File: src/rtl/fpu_exec_seq.sv
// FP execute sequencer: holds operands for the selected unit and counts its latency (LAT+1 cycles from accept to done).
// Stall is raised from accept through the last busy cycle; no input backpressure beyond stall.
module fpu_exec_seq #(
  parameter int LAT_ADD  = 3,
  parameter int LAT_MUL  = 2,
  parameter int LAT_DIV  = 10,
  parameter int LAT_SQRT = 12,
  parameter int CNT_W    = 4
) (
  input  logic        clk,
  input  logic        rstn,
  input  logic        start,
  input  logic [3:0]  alu_cont,
  input  logic [31:0] src_a,
  input  logic [31:0] src_b,
  input  logic [4:0]  rd_in,
  input  logic        flush,
  input  logic [31:0] fu_res_add,
  input  logic [31:0] fu_res_mul,
  input  logic [31:0] fu_res_div,
  input  logic [31:0] fu_res_sqrt,
  output logic [31:0] fu_a,
  output logic [31:0] fu_b,
  output logic [2:0]  fu_op,
  output logic        stall,
  output logic        done,
  output logic [31:0] result,
  output logic [4:0]  rd_out,
  output logic        illegal
);

  typedef enum logic [1:0] {IDLE, BUSY, DONE} state_t;

  state_t           state, state_nxt;
  logic [2:0]       op_q;
  logic [4:0]       rd_q;
  logic [CNT_W-1:0] cnt;
  logic             legal;
  logic [2:0]       dec_op;
  logic             accept;
  logic [31:0]      res_sel;

  function automatic logic [CNT_W-1:0] lat_m1(input logic [2:0] op);
    case (op)
      3'd1, 3'd2: lat_m1 = CNT_W'(LAT_ADD - 1);
      3'd3:       lat_m1 = CNT_W'(LAT_MUL - 1);
      3'd4:       lat_m1 = CNT_W'(LAT_DIV - 1);
      default:    lat_m1 = CNT_W'(LAT_SQRT - 1);
    endcase
  endfunction

  // Codes 1000..1100 map onto unit ops 001..101
  always_comb begin
    legal   = alu_cont[3] & (alu_cont[2:0] <= 3'd4);
    dec_op  = alu_cont[2:0] + 3'd1;
    accept  = (state == IDLE) & start & ~flush & legal;
    case (op_q)
      3'd1, 3'd2: res_sel = fu_res_add;
      3'd3:       res_sel = fu_res_mul;
      3'd4:       res_sel = fu_res_div;
      default:    res_sel = fu_res_sqrt;
    endcase
  end

  always_ff @(posedge clk) begin
    if (!rstn) state <= IDLE;
    else       state <= state_nxt;
  end

  always_comb begin
    state_nxt = state;
    case (state)
      IDLE:    if (accept) state_nxt = BUSY;
      BUSY:    if (flush) state_nxt = IDLE;
               else if (cnt == '0) state_nxt = DONE;
      DONE:    state_nxt = IDLE;
      default: state_nxt = IDLE;
    endcase
  end

  always_comb begin
    stall = rstn & (accept | (state == BUSY));
    fu_op = (state == BUSY) ? op_q : 3'd0;
    done  = rstn & ~flush & (state == DONE);
  end

  // rd_out moves together with result so a flushed op leaves both untouched
  always_ff @(posedge clk) begin
    if (!rstn) begin
      cnt     <= '0;
      fu_a    <= '0;
      fu_b    <= '0;
      op_q    <= '0;
      rd_q    <= '0;
      result  <= '0;
      rd_out  <= '0;
      illegal <= 1'b0;
    end else begin
      illegal <= (state == IDLE) & start & ~flush & ~legal;
      if (accept) begin
        fu_a <= src_a;
        fu_b <= src_b;
        rd_q <= rd_in;
        op_q <= dec_op;
        cnt  <= lat_m1(dec_op);
      end else if (state == BUSY && !flush) begin
        if (cnt == '0) begin
          result <= res_sel;
          rd_out <= rd_q;
        end else begin
          cnt <= cnt - CNT_W'(1);
        end
      end
    end
  end

endmodule

File: config.mk
export PLATFORM = sky130hd
export DESIGN_NAME = fpu_exec_seq
export DESIGN_NICKNAME = d
export VERILOG_FILES = /design/src/rtl/fpu_exec_seq.sv
export SDC_FILE = /design/constraint.sdc
export NUM_CORES = 1
export LEC_CHECK = 0
export ABC_AREA = 1
export BUFFER_PORTS_ARGS = -buffer_cell sky130_fd_sc_hd__buf_2
export CAP_MARGIN = 20
export CORE_AREA = 4 4 119 121
export CTS_CLUSTER_SIZE = 10
export DETAILED_ROUTE_END_ITERATION = 10
export DIE_AREA = 0 0 123 125
export GPL_TIMING_DRIVEN = 0
export PLACE_DENSITY = 0.77
export SLEW_MARGIN = 25
export SYNTH_ARGS = -nofsm -noshare
export SYNTH_HDL_FRONTEND = slang
export SYNTH_SLANG_ARGS = --single-unit
File: constraint.sdc
create_clock -name clk -period 1.6 [get_ports clk]
set_input_delay 0.08 -clock clk [delete_from_list [all_inputs] [get_ports clk]]
set_output_delay 0.08 -clock clk [all_outputs]
set_load 0.01 [all_outputs]
==> flow_summary.json, run 1 <==
{
  "run_status": "finished clean",
  "core_area_mm2": 0.0131,
  "synth_area_mm2": 0.00551,
  "min_period_ns": 1.53,
  "grt_pass1_wl_um": 35000,
  "p_leak_nw": 4.46,
  "finalWirelength_um": 22700,
  "die_height_um": 125,
  "maxSlewHeadroom": 0.625,
  "portBuffers": 310,
  "power.density_mw_per_mm2": 903,
  "synthFlopType": "dfxtp_1",
  "synth-seq-cells": 116,
  "ys_types": 24,
  "fp-row-count": 42,
  "busiest_layer": "met2",
  "yosysSeqAreaShare": 0.421,
  "syn_nets": 1047,
  "drc_errors": 0,
  "first_pass_iters": 5,
  "grt_pass1_vias": 7116,
  "tightest_slew_ns": 0.562,
  "dp_hpwl_um": 15400,
  "synth_edf_count": 0,
  "ir_drop_v": 0.000726,
  "use_met2": 0.522,
  "synth_cells": 837,
  "gp_congestion": 0.832,
  "finalSetupViolCount": 0,
  "syn2layout_area_growth_pct": 57.0,
  "viasPerCell": 4.99,
  "yosys-top-cells-area": "dfxtp_1 (42%), nor2_1 (15%), nand2_1 (9.6%), o21ai_0 (7.3%), nand3_1 (6.7%)",
  "critPathArrivalTime_ns": 1.83,
  "ant_nets": 0,
  "fmax_mhz": 652,
  "fp.dieW_um": 123,
  "dp_cells": 1323,
  "p_switching_mw": 2.09,
  "synth_top_area_cell": "dfxtp_1",
  "grt_util_met3": 0.105,
  "p_sw_frac": 0.268,
  "hp-class": "primary input to flop",
  "cts_buffers": 17,
  "rsz0062_at_grt": "true",
  "postLayoutCoreUtil": 0.661,
  "cts_tree": "yes",
  "yosysMostFrequentCell": "nor2_1",
  "worstSetupEndpointType": "flop",
  "cp_max_fo": 10,
  "overflow": 0,
  "final_cell_count_no_fill": 1431,
  "internal-power_mw": 5.72,
  "use_met1": 0.289,
  "clkPwrFrac": 0.458,
  "clockRootBuffer": "clkbuf_16",
  "detail_route.wl_per_cell_um": 15.9,
  "drtIter0Drc": 327,
  "fin_hold_ws_ns": 0.0339,
  "pwr-share-comb": 0.154,
  "netlist_top_cells_count": "nor2_1 (224), nand2_1 (141), dfxtp_1 (116)",
  "crit_chain": "inv_1, nand3_1, nor2_2, nand2_4, buf_4, buf_2, o21ai_0, nor2_1",
  "min_period_over_period": 0.959,
  "path_class": "flop to flop",
  "die_area_mm2": 0.0154,
  "startpoint_type": "flop",
  "antenna_found_initial": 2,
  "grt_max_degree": 17,
  "slowest_stage": "dfxtp_1",
  "initial_core_util": 0.421,
  "h-tree-depth": 4,
  "maxSlewViolCount": 0,
  "insertion_delay_ns": 0.42,
  "syn_avg_cell_area_um2": 6.58,
  "hold_viol": 0,
  "vias": 7147,
  "cpPeakStageDelay_ns": 0.30,
  "clockBufferDepth": 2,
  "clock_sinks": 116,
  "ys_warn_count": 0,
  "seqPwrFrac": 0.388,
  "nets": 1450,
  "gr-usage-all-layers": 0.285,
  "synthArstFlopShare": 0,
  "required_ns": 1.90,
  "clk_pin_slew_ns": 0.06,
  "fin_skew_ns": 0.0191,
  "maxCapViolCount": 0,
  "synth_top_area_share": 0.421,
  "io_pins": 312,
  "setup_tns_ns": 0,
  "drive_gt1_frac": 0.322
}
[power by group through the flow]
stage          registers (mW)  clock network, mW  logic [mW]
6_report                 3.03               3.58        1.21
4_1_cts                  3.03               3.58        1.15
3_3_place_gp             3.08                  0       0.996
5_1_grt                  3.04               3.73        1.34
3_5_place_dp             3.09                  0        1.00
2_1_floorplan            3.12                  0       0.494
[sequential cells by signal (all words and copies together), names as in the netlist]
signal and count:
illegal 1, state 2, op_q 3, cnt 4
rd_q 5, rd_out 5, fu_a 32, fu_b 32
result 32
[stage by stage]
stage / setup slack, ns / cell area, um^2 / total power, mW
after global placement: -0.0120 / 7280 / 4.08
after detailed placement: -0.0189 / 7280 / 4.09
after CTS: 0.00187 / 8570 / 7.76
after global routing: -0.0328 / 8650 / 8.11
final: 0.0660 / 8650 / 7.82
after floorplan: 0.252 / 5510 / 3.62
[timing repair]
action,4_1_cts,5_1_grt
setup endpoints to repair,9,83
pin swaps,1,0
gates resized for setup,7,31
cloned,0,0
endpoints found under the hold margin,70,0
setup buffers,3,2
hold buffers,70,0
[final cells by class]
class	instances	area, um^2
clock buffers	20	447
inverters	53	204
repair buffers	385	2290
clock inverters	12	108
flip-flops and latches	116	2320
diodes	2	5.00
plain buffers	61	348
well taps	176	220
multi-input cells	606	2710
fillers	1118	4430
[cell usage in the layout (no fill, tap or decap), types with 2 or more instances in the layout]
master / instances
buf_2: 335
inv_1: 48
nor3_1: 2
o21ai_1: 3
clkinv_4: 3
clkbuf_4: 2
a21oi_1: 37
clkbuf_1: 19
nand4_1: 33
dlygate4sd3_1: 70
clkinv_2: 4
nand2_2: 2
nor2_1: 223
nor2_4: 2
clkbuf_2: 4
inv_4: 2
clkbuf_16: 17
o21ai_0: 77
nand2_1: 140
diode_2: 2
buf_6: 7
buf_4: 11
inv_2: 3
nand3_1: 74
dfxtp_1: 116
ha_1: 5
clkinvlp_4: 3
[worst paths after layout]
| check | startpoint | end | slack [ns] | cells past startpoint |
|---|---|---|---|---|
| setup / recovery | state[1] | fu_a[27] | 0.07 | 8 |
| hold / removal | fu_res_sqrt[18] | result[18] | 0.03 | 5 |
| setup reg to reg | state[1] | fu_a[27] | 0.07 | 8 |
| hold reg to reg | result[12] | result[12] | 0.46 | 2 |
[cell families after synthesis]
logic type      after synthesis  share of synthesized area
xor+xnor                      1                    0.00159
fa+ha+maj                     5                     0.0114
compound gates              119                      0.109
buf+inv                     115                     0.0897
simple gates                481                      0.367
flops                       116                      0.421
[critical path: cells and delay by family (launching register included)]
family,cells,cell delay (ns)
buffers and inverters,3,0.49
AO/OA/AOI/OAI,1,0.25
AND/OR/NAND/NOR,4,0.40
flip-flops,1,0.30
[layer usage]
metal | vias up | part of all wire
met5 | - | 0.00053
met4 | 2 | 0.032
met3 | 66 | 0.11
met2 | 347 | 0.50
met1 | 3223 | 0.36
li1 | 3509 | -
Power figures use the tool's default switching activity.
==> run 2, diff against run 1 <==
- ABC_AREA: 1 -> not set
- CORE_AREA: 4 4 119 121 -> not set
- CORE_MARGIN: not set -> 4
- CORE_UTILIZATION: not set -> 45
- DIE_AREA: 0 0 123 125 -> not set
- PLACE_DENSITY: 0.77 -> 0.81
==> run 2 against run 1 <==
  * The run now ends with setup timing left
  * Clock skew fell by 0.0082 ns
  * Final cell count is 3.2% lower
  * First-iteration DRC count rose to 3.2 times the previous value
  * Sequential share of layout area fell by 3.0 points
  * Clock power increased by 11%
  * Combinational power grew 9%
  * Critical path type unchanged
  * Via count grew 13%
  * Worst setup slack lost 0.28 ns
==> flow_summary.json, run 2 <==
{
  "run_status": "complete, but fails checks",
  "violations": "setup timing",
  "detail_route.wl_per_cell_um": 21.4,
  "syn_avg_cell_area_um2": 7.43,
  "yosysSeqAreaShare": 0.403,
  "p_leak_nw": 4.66,
  "netlist_top_cells_count": "nand2_1 (210), dfxtp_1 (116), a21oi_1 (108)",
  "path_class": "flop to flop",
  "critPathArrivalTime_ns": 2.07,
  "clk_pin_slew_ns": 0.05,
  "synthFlopType": "dfxtp_1",
  "nets": 1403,
  "ys_types": 38,
  "fmax_mhz": 552,
  "h-tree-depth": 4,
  "min_period_ns": 1.81,
  "finalSetupViolCount": 67,
  "portBuffers": 311,
  "maxSlewViolCount": 0,
  "reg.largest.list": "fu_a x32, fu_b x32, result x32",
  "drtIter0Drc": 1054,
  "final_cell_mix": "buf_2 (317), nand2_1 (174), dfxtp_1 (111)",
  "hold_viol": 0,
  "gp_congestion": 0.918,
  "synth_edf_count": 0,
  "io_pins": 312,
  "core_area_mm2": 0.0126,
  "final_cell_count_no_fill": 1385,
  "cts_buffers": 17,
  "startpoint_type": "flop",
  "ys_warn_count": 0,
  "clockBufferDepth": 2,
  "yosysMostFrequentCell": "nand2_1",
  "antenna_found_initial": 4,
  "power.density_mw_per_mm2": 846,
  "grt_pass1_vias": 7403,
  "drc_errors": 0,
  "viasPerCell": 5.82,
  "grt_pass1_wl_um": 37900,
  "drive_gt1_frac": 0.420,
  "maxCapViolCount": 0,
  "synth_top_area_cell": "dfxtp_1",
  "multi_input_area_mm2": 0.00350,
  "finalWirelength_um": 29600,
  "fp.dieW_um": 121,
  "final.fill_count": 834,
  "maxSlewHeadroom": 0.372,
  "synth-seq-cells": 116,
  "final_common_cell": "buf_2",
  "overflow": 0,
  "power_mw": 8.28,
  "fin_skew_ns": 0.0109,
  "initial_core_util": 0.458,
  "fp-row-count": 41,
  "syn2layout_area_growth_pct": 69.9,
  "synth_area_mm2": 0.00576,
  "dp_hpwl_um": 16600,
  "clock_sinks": 116,
  "fin_hold_ws_ns": 0.0255,
  "min_period_over_period": 1.13,
  "first_pass_iters": 5,
  "synth_cells": 775,
  "setup_ws_ns": -0.213,
  "regArea_mm2": 0.00233,
  "die_area_mm2": 0.0147,
  "grt_max_degree": 17,
  "ir_drop_v": 0.000719,
  "insertion_delay_ns": 0.42,
  "cp_max_fo": 5,
  "dp_cells": 1258,
  "yosys-top-cells-area": "dfxtp_1 (40%), nand2_1 (14%), a21oi_1 (9.4%), o211a_1 (5.4%), nor2_1 (4.0%)",
  "cts_tree": "yes",
  "required_ns": 1.86,
  "vias": 8067,
  "hp-class": "primary input to flop",
  "synth_top_area_share": 0.403,
  "gr-usage-all-layers": 0.330,
  "tightest_slew_ns": 0.943,
  "clockRootBuffer": "clkbuf_16",
  "worstSetupEndpointType": "flop",
  "die_height_um": 121,
  "syn_nets": 985,
  "synthArstFlopShare": 0,
  "ant_nets": 0,
  "rsz0062_at_grt": "true"
}
[run 2: cell types whose count changed after synthesis, moves of 32 or more]
cell	previous run	this run
nor2_1	224	62
nand3_1	74	4
nor2b_1	0	32
o21ai_0	80	1
inv_1	48	5
nand2_1	141	210
nand4_1	33	0
a21oi_1	37	108
[run 2: logic make-up (layout without fill, tap and decap cells)]
kind of cell	Yosys count	count (layout)	synth area share
compound gates	210	210	0.236
xor+xnor	5	5	0.00761
fa+ha+maj	5	5	0.0109
buf+inv	77	508	0.0626
flops	116	116	0.403
mux	3	3	0.00521
other cells	0	7	0
simple gates	359	359	0.274
[run 2: what timing repair did]
action,in CTS,in global routing
gates resized for setup,47,161
cloned,0,9
hold endpoints to repair,73,0
hold buffers,71,0
pin swaps,4,52
buffers inserted,8,3
endpoints found under the setup margin,100,111
[run 2: critical path: stages, from the launching register on]
cell	delay [ns]
dfxtp_2	0.33
inv_2	0.09
ha_4	0.13
or3b_4	0.40
or2_4	0.30
buf_12	0.15
buf_12	0.13
nand2_1	0.08
a21oi_2	0.05
[run 2: final cells by class]
type / count / area share
diodes: 7 / 0.00179
repair buffers: 402 / 0.262
well taps: 172 / 0.0220
inverters: 6 / 0.00230
multi-input cells: 582 / 0.358
plain buffers: 68 / 0.0524
clock inverters: 9 / 0.0128
flip-flops and latches: 116 / 0.238
clock buffers: 23 / 0.0499
[run 2: through the flow]
stage	utilization	worst slack (ns)	area, um^2	setup TNS, ns
3_3_place_gp	0.601	-0.452	7550	-18.10
4_1_cts	0.723	-0.205	9080	-6.30
2_1_floorplan	-	-0.107	5780	-1.56
3_5_place_dp	0.601	-0.492	7550	-20.08
5_1_grt	0.778	-0.246	9780	-9.93
6_report	0.778	-0.213	9780	-6.69
[run 2: final timing paths]
path | from | end | slack, ns | cells after the start
worst min-delay path | fu_res_add[1] | result[1] | 0.03 | 3
worst max register to register | cnt[1] | result[27] | -0.21 | 8
worst max-delay path | cnt[1] | result[27] | -0.21 | 8
worst min register to register | result[21] | result[21] | 0.45 | 2
[run 2: per-layer routing]
metal / vias up / GRT usage / share of wire
met4: 0 / 0.172 / 0.075
met3: 187 / 0.0862 / 0.11
met5: - / 0 / 0
met2: 739 / 0.592 / 0.48
li1: 3496 / - / -
met1: 3645 / 0.355 / 0.33
[run 2: power by group]
| part | leakage, nW | switching, mW | internal (mW) |
|---|---|---|---|
| clock network | 0.299 | 1.36 | 2.60 |
| registers | 0.941 | 0.0440 | 2.95 |
| logic | 3.42 | 0.699 | 0.622 |
